`src/rtl/axi_master_arbiter.sv`:
```
// axi_master_arbiter
//
// Shares one AXI3 master port between N internal requesters
// (0 = icache, 1 = dcache, 2 = uncached data). The read (AR/R) and write
// (AW/W/B) paths have independent FSMs, and each path allows one
// outstanding transaction. Burst, lock, cache and prot are tied off at the
// top level, so they do not appear here.
//
// Build option: define AXI_ARB_RR_EN for round-robin arbitration on each
// channel. The search starts after the last grant. Without it, the lowest
// index wins and there is no pointer state.
//
// Ports (N requesters, payload slice i of a packed bus at [W*i +: W]):
//   clk, rst                  clock, synchronous active-high reset
//   m_arvalid/m_ar/m_arready  requester AR: {arid,araddr,arlen,arsize}, 43b
//   m_r/m_rvalid/m_rready     R to requesters: broadcast payload, steered valid
//   m_awvalid/m_aw/m_awready  requester AW: {awid,awaddr,awlen,awsize}, 43b
//   m_w/m_wvalid/m_wready     requester W: {wdata,wstrb,wlast}, 37b
//   m_bresp/m_bvalid/m_bready B to requesters: broadcast resp, steered valid
//   s_ar*/s_r*/s_aw*/s_w*/s_b* the single slave-side AXI port
//
// Read FSM
//   state  | meaning
//   R_IDLE | arbitrating; the winner sees m_arready in this cycle
//   R_ADDR | s_arvalid held with the latched payload until s_arready
//   R_DATA | R beats steered to rg; leave on the rlast handshake
// Write FSM
//   state  | meaning
//   W_IDLE | arbitrating; the winner sees m_awready in this cycle
//   W_ADDR | s_awvalid held until s_awready; W is not forwarded yet
//   W_DATA | W beats from wg forwarded; leave on the wlast handshake
//   W_RESP | B steered to wg; leave on the B handshake

module axi_master_arbiter #(
   parameter int N = 3
) (
   input  logic            clk,
   input  logic            rst,
   input  logic [N-1:0]    m_arvalid,
   input  logic [43*N-1:0] m_ar,
   output logic [N-1:0]    m_arready,
   output logic [38:0]     m_r,
   output logic [N-1:0]    m_rvalid,
   input  logic [N-1:0]    m_rready,
   input  logic [N-1:0]    m_awvalid,
   input  logic [43*N-1:0] m_aw,
   output logic [N-1:0]    m_awready,
   input  logic [37*N-1:0] m_w,
   input  logic [N-1:0]    m_wvalid,
   output logic [N-1:0]    m_wready,
   output logic [1:0]      m_bresp,
   output logic [N-1:0]    m_bvalid,
   input  logic [N-1:0]    m_bready,
   output logic [42:0]     s_ar,
   output logic            s_arvalid,
   input  logic            s_arready,
   input  logic [38:0]     s_r,
   input  logic            s_rvalid,
   output logic            s_rready,
   output logic [42:0]     s_aw,
   output logic            s_awvalid,
   input  logic            s_awready,
   output logic [36:0]     s_w,
   output logic            s_wvalid,
   input  logic            s_wready,
   input  logic [1:0]      s_bresp,
   input  logic            s_bvalid,
   output logic            s_bready
);

   localparam int IW = (N > 1) ? $clog2(N) : 1;

   typedef enum logic [1:0] {R_IDLE, R_ADDR, R_DATA} r_state_t;
   typedef enum logic [1:0] {W_IDLE, W_ADDR, W_DATA, W_RESP} w_state_t;

   r_state_t      r_state;
   w_state_t      w_state;
   logic [IW-1:0] rg, wg;
   logic [N-1:0]  rg_oh, wg_oh;
   logic [N-1:0]  ar_elig, aw_elig;
   logic [IW-1:0] ar_win, aw_win;
   logic          ar_go, aw_go;

   function automatic logic [N-1:0] onehot(input logic [IW-1:0] idx);
      logic [N-1:0] oh;
      oh = '0;
      for (int i = 0; i < N; i++)
         if (idx == IW'(i)) oh[i] = 1'b1;
      return oh;
   endfunction

   function automatic logic [42:0] sel43(input logic [43*N-1:0] bus, input logic [IW-1:0] idx);
      logic [42:0] v;
      v = '0;
      for (int i = 0; i < N; i++)
         if (idx == IW'(i)) v = bus[43*i +: 43];
      return v;
   endfunction

   function automatic logic [36:0] sel37(input logic [37*N-1:0] bus, input logic [IW-1:0] idx);
      logic [36:0] v;
      v = '0;
      for (int i = 0; i < N; i++)
         if (idx == IW'(i)) v = bus[37*i +: 37];
      return v;
   endfunction

`ifdef AXI_ARB_RR_EN
   logic [IW-1:0] ar_ptr, aw_ptr;

   // Pick the requester closest after the last grant, cyclically.
   function automatic logic [IW-1:0] pick(input logic [N-1:0] req, input logic [IW-1:0] last);
      logic [IW-1:0] win;
      int            best;
      int            d;
      win  = '0;
      best = N;
      for (int i = 0; i < N; i++) begin
         d = (i + N - 1 - int'(last)) % N;
         if (req[i] && d < best) begin
            best = d;
            win  = IW'(i);
         end
      end
      return win;
   endfunction

   assign ar_win = pick(ar_elig, ar_ptr);
   assign aw_win = pick(aw_elig, aw_ptr);
`else
   function automatic logic [IW-1:0] pick(input logic [N-1:0] req);
      logic [IW-1:0] win;
      win = '0;
      for (int i = N - 1; i >= 0; i--)
         if (req[i]) win = IW'(i);
      return win;
   endfunction

   assign ar_win = pick(ar_elig);
   assign aw_win = pick(aw_elig);
`endif

   assign rg_oh = onehot(rg);
   assign wg_oh = onehot(wg);

   // A requester with a write in flight may not start a read. This keeps a
   // dcache writeback ahead of its own refill of the same line.
   assign ar_elig = m_arvalid & ~((w_state != W_IDLE) ? wg_oh : '0);
   assign aw_elig = m_awvalid;

   assign ar_go = !rst && (r_state == R_IDLE) && (|ar_elig);
   assign aw_go = !rst && (w_state == W_IDLE) && (|aw_elig);

   assign m_arready = ar_go ? onehot(ar_win) : '0;
   assign m_awready = aw_go ? onehot(aw_win) : '0;

   // Response payloads are broadcast; only the valid/ready bits are steered.
   assign m_r      = s_r;
   assign m_bresp  = s_bresp;
   assign m_rvalid = (r_state == R_DATA && s_rvalid) ? rg_oh : '0;
   assign s_rready = (r_state == R_DATA) && (|(m_rready & rg_oh));

   assign s_w      = (w_state == W_DATA) ? sel37(m_w, wg) : '0;
   assign s_wvalid = (w_state == W_DATA) && (|(m_wvalid & wg_oh));
   assign m_wready = (w_state == W_DATA && s_wready) ? wg_oh : '0;
   assign m_bvalid = (w_state == W_RESP && s_bvalid) ? wg_oh : '0;
   assign s_bready = (w_state == W_RESP) && (|(m_bready & wg_oh));

   always_ff @(posedge clk) begin
      if (rst) begin
         r_state   <= R_IDLE;
         rg        <= '0;
         s_ar      <= '0;
         s_arvalid <= 1'b0;
`ifdef AXI_ARB_RR_EN
         ar_ptr    <= IW'(N - 1);
`endif
      end else begin
         case (r_state)
            R_IDLE: if (ar_go) begin
               rg        <= ar_win;
               s_ar      <= sel43(m_ar, ar_win);
               s_arvalid <= 1'b1;
               r_state   <= R_ADDR;
`ifdef AXI_ARB_RR_EN
               ar_ptr    <= ar_win;
`endif
            end
            R_ADDR: if (s_arready) begin
               s_arvalid <= 1'b0;
               r_state   <= R_DATA;
            end
            R_DATA: if (s_rvalid && s_rready && s_r[0]) r_state <= R_IDLE;
            default: r_state <= R_IDLE;
         endcase
      end
   end

   always_ff @(posedge clk) begin
      if (rst) begin
         w_state   <= W_IDLE;
         wg        <= '0;
         s_aw      <= '0;
         s_awvalid <= 1'b0;
`ifdef AXI_ARB_RR_EN
         aw_ptr    <= IW'(N - 1);
`endif
      end else begin
         case (w_state)
            W_IDLE: if (aw_go) begin
               wg        <= aw_win;
               s_aw      <= sel43(m_aw, aw_win);
               s_awvalid <= 1'b1;
               w_state   <= W_ADDR;
`ifdef AXI_ARB_RR_EN
               aw_ptr    <= aw_win;
`endif
            end
            W_ADDR: if (s_awready) begin
               s_awvalid <= 1'b0;
               w_state   <= W_DATA;
            end
            W_DATA: if (s_wvalid && s_wready && s_w[0]) w_state <= W_RESP;
            W_RESP: if (s_bvalid && s_bready) w_state <= W_IDLE;
            default: w_state <= W_IDLE;
         endcase
      end
   end

endmodule
```
`config.mk`:
```
export PLATFORM = sky130hd
export DESIGN_NAME = axi_master_arbiter
export DESIGN_NICKNAME = d
export VERILOG_FILES = /design/src/rtl/axi_master_arbiter.sv
export SDC_FILE = /design/constraint.sdc
export NUM_CORES = 1
export LEC_CHECK = 0
export CORE_AREA = 5 5 239 241
export DETAILED_ROUTE_END_ITERATION = 16
export DIE_AREA = 0 0 244 246
export GPL_ROUTABILITY_DRIVEN = 0
export HOLD_SLACK_MARGIN = 0.1
export PLACE_DENSITY = 0.38
export SETUP_SLACK_MARGIN = 0.4
export SLEW_MARGIN = 20
export SYNTH_ARGS = -nofsm -noshare
export SYNTH_HDL_FRONTEND = slang
export SYNTH_SLANG_ARGS = --single-unit
```
`constraint.sdc`:
```
create_clock -name clk -period 2.3 [get_ports clk]
set_clock_uncertainty 0.05 [all_clocks]
set_input_delay 0.46 -clock clk [delete_from_list [all_inputs] [get_ports clk]]
set_output_delay 0.46 -clock clk [all_outputs]
set_load 0.005 [all_outputs]
```
==> metrics.md <==
| Metric | Value |
|---|---|
| Row cnt | 86 |
| TritonCTS clock tree | built |
| Post-synth cell types | 46 |
| Peak VDD IR | 0.3901 mV |
| Setup Crit Path Kind | reg2out |
| Tcrit/Tclk final | 1.089 |
| Drt via density | 3.797 |
| Met2 WL | 20100 µm |
| Mapped Area | 0.006630 mm² |
| Mapped Avg Cell Area | 8.817 µm² |
| Final setup viols | 33 |
| Yosys warnings | 0 |
| Worst hold path class | reg2reg |
| Syn Nets | 1189 |
| Failing checks | setup timing |
| Post-route ant nets | 0 |
| Core area | 0.05466 mm² |
| Nets | 1785 |
| Max Root-Sink Buffers | 2 |
| Synth async-reset ratio | 0 |
| Initial antenna violation count | 8 |
| Synth Flop Type | dfxtp_1 |
| Synthesis-stage register bit count | 96 |
| Most frequent cells in the layout | 466 x clkdlybuf4s50_1, 116 x mux2i_1, 89 x dfxtp_1 |
| CP Buf/Inv Count | 7 |
| Fraction of layout instances using a drive strength above 1 | 0.2646 |
| Fmax | 399.4 MHz |
| CP max stage delay | 370 ps |
| Worst Hold Depth | 1 |
| Clock Power Share | 0.169 |
| Top sig layer | met5 |
| Worst slack at placement | -805.6 ps |
| Routed len/inst | 19.80 µm |
| Area grow syn2layout | 123.8% |
| Pins Over Slew Limit | 0 |
| R2R depth | 13 |
| PwrDens | 690.8 mW/mm² |
| RSZ-0062 raised after global routing | true |
| Layout Utilization | 0.2714 |
| Post-route cell area | 0.01484 mm² |
| Top cells by area, synth | dfxtp_1 29%, mux2i_1 19%, mux2_2 6.5% |
| Slowest CP cell | dfxtp_4 |
| Cts bufs inserted | 9 |
| Reg power frac | 0.237 |
| Leakage Power | 6.005 nW |
| Internal power | 6.728 mW |
| Commonest non-fill, non-tap cell in the layout | clkdlybuf4s50_1 |
| Yosys top cell by area | dfxtp_1 |
| Post-route setup slack | -204.0 ps |
| Status | finished, violations left |
| Largest delay share family, worst path | buffers and inverters |
| Sequential area share after synthesis | 0.2899 |
| Switching part of the total power | 0.3435 |
| Post-Syn Instances | 752 |
| Initial core utilization | 0.1213 |
| Initial DRC count | 218 |
| Critical Path Fanout Max | 5 |
| Met1 Wirelength | 16540 µm |
| CTS clk-pin slew, worst paths | 70 ps |
| Total track usage | 0.1224 |
| Crit path depth | 10 |
| CTS Root Cell | clkbuf_16 |
| Fin. Hold Viols | 0 |
| Pin count of the biggest net entering global routing | 73 |
| Worst Tran Pin Value | 620.0 ps |
| WP data arrival | 1990 ps |
| Die H | 246 µm |
| Slew margin rel. | 0.5862 |
| Drt first pass iters | 4 |
| Tmin final | 2504 ps |
| Htree depth | 3 |
| Post-DP HPWL | 29940 µm |
| Worst EP required | 1790 ps |
| # clock sinks | 96 |
| Via count of the first global-routing pass | 8216 |
| Combinational Power Share | 0.595 |
| Hold buffer count at CTS | 0 |
| Share of the synthesized area in the top cell type | 0.2899 |
| Number of port buffers | 535 |
| CP most frequent cell | buf_6 |
| Number of synthesized flops with an enable pin | 0 |
| First-pass GRT wire length | 54850 µm |
| Final cell count without fillers | 2059 |
| R2R Setup Slk | -60 ps |
| Placed Area | 0.01295 mm² |
| Total grt overflow | 0 |
| Worst path cell trace | buf_8 > buf_12 > buf_16 > buf_4 > buf_6 > buf_6 > mux2i_1 > o21ai_1 > and2_1 > buf_2 |
| Clk_lat worst skew | 380 ps |
| CP Launch Type | flop |
| Switching pwr | 3.520 mW |
| # DRC | 0 |
| CP Capture Type | primary output |
| Total Wirelength | 40770 µm |
| Max-cap viol count | 0 |
| WL met3 | 3641 µm |
| Die ar. | 0.06002 mm² |
| Via Count | 7817 |
| Chip Width | 244 µm |
| Post-placement cell count | 1956 |
| Io pins | 616 |
==> cell type report <==
type	instances	area, µm²
Antenna cell	2	5.005
Clock buffer	10	229.0
Clock inverter	6	90.09
Fill cell	5907	39830
Inverter	8	30.03
Multi-Input combinational cell	547	4672
Sequential cell	96	1938
Tap cell	704	880.8
Timing Repair Buffer	686	6990
==> power groups by stage <==
stage | sequential (mW) | clock [mW] | combinational, mW
after CTS | 2.43 | 1.86 | 5.60
final | 2.43 | 1.73 | 6.09
after floorplan | 2.46 | 0 | 2.09
after global routing | 2.49 | 1.91 | 6.55
after global placement | 2.45 | 0 | 5.06
after detailed placement | 2.45 | 0 | 5.05
==> logic make-up after synthesis <==
group / count (synthesis) / synth area share
muxes: 172 / 0.2678
DFF: 96 / 0.2899
and+or+nand+nor: 178 / 0.1276
adders and majority gates: 5 / 0.009436
AOI/OAI and AO/OA: 190 / 0.2093
buffers and inverters: 111 / 0.09606
==> state kept, by name, indices dropped and copies added (netlist names) <==
signal,flops
s_aw,43
s_ar,43
s_arvalid,1
wg,2
s_awvalid,1
rg,2
r_state,2
w_state,2
==> Yosys cell counts, types with 6 or more instances <==
| cell | number |
|---|---|
| nor2_1 | 15 |
| mux2i_1 | 129 |
| mux2_2 | 38 |
| dfxtp_1 | 96 |
| buf_2 | 20 |
| o2bb2ai_2 | 6 |
| nand2_1 | 95 |
| o21ai_0 | 84 |
| o2bb2ai_1 | 38 |
| and2_1 | 41 |
| buf_4 | 42 |
| a22o_1 | 43 |
| nor3_1 | 7 |
| inv_1 | 8 |
| clkbuf_1 | 33 |
==> worst paths after layout <==
check	from	endpoint
max	wg[0]	s_w[18]
min reg2reg	s_ar[24]	s_ar[24]
min	s_ar[24]	s_ar[24]
max reg2reg	wg[0]	s_ar[10]
==> routing by layer <==
metal	GRT usage	up-vias
met2	0.2076	324
met1	0.1437	3574
met3	0.05815	34
met4	0.02025	12
met5	0	-
li1	-	3873
==> worst register-to-register path: stages, from the launching register on <==
cell       delay (ps)
dfxtp_4           390
buf_6             110
buf_4             100
buf_6              90
inv_2              40
o311ai_4          280
buf_12            160
buf_6             100
buf_12            140
buf_12            120
buf_16            130
mux2_4            300
mux2i_1           170
o2bb2ai_2          80
==> per-stage QoR <==
step	total power, mW	setup TNS [ps]	hold slack, ps
2_1_floorplan	4.549	0	405.8
3_3_place_gp	7.513	-39670	394.7
3_5_place_dp	7.501	-40910	397.5
4_1_cts	9.896	-3839	416.8
5_1_grt	10.95	-8351	431.8
6_report	10.25	-2718	411.6
==> repair_timing <==
item,CTS,global route
gates cloned,9,8
buffers inserted,43,25
pin swaps,37,48
resized for setup,343,130
endpoints found under the setup margin,147,139
hold endpoints to repair,0,0
No activity file was read; power rests on OpenSTA's default activity.
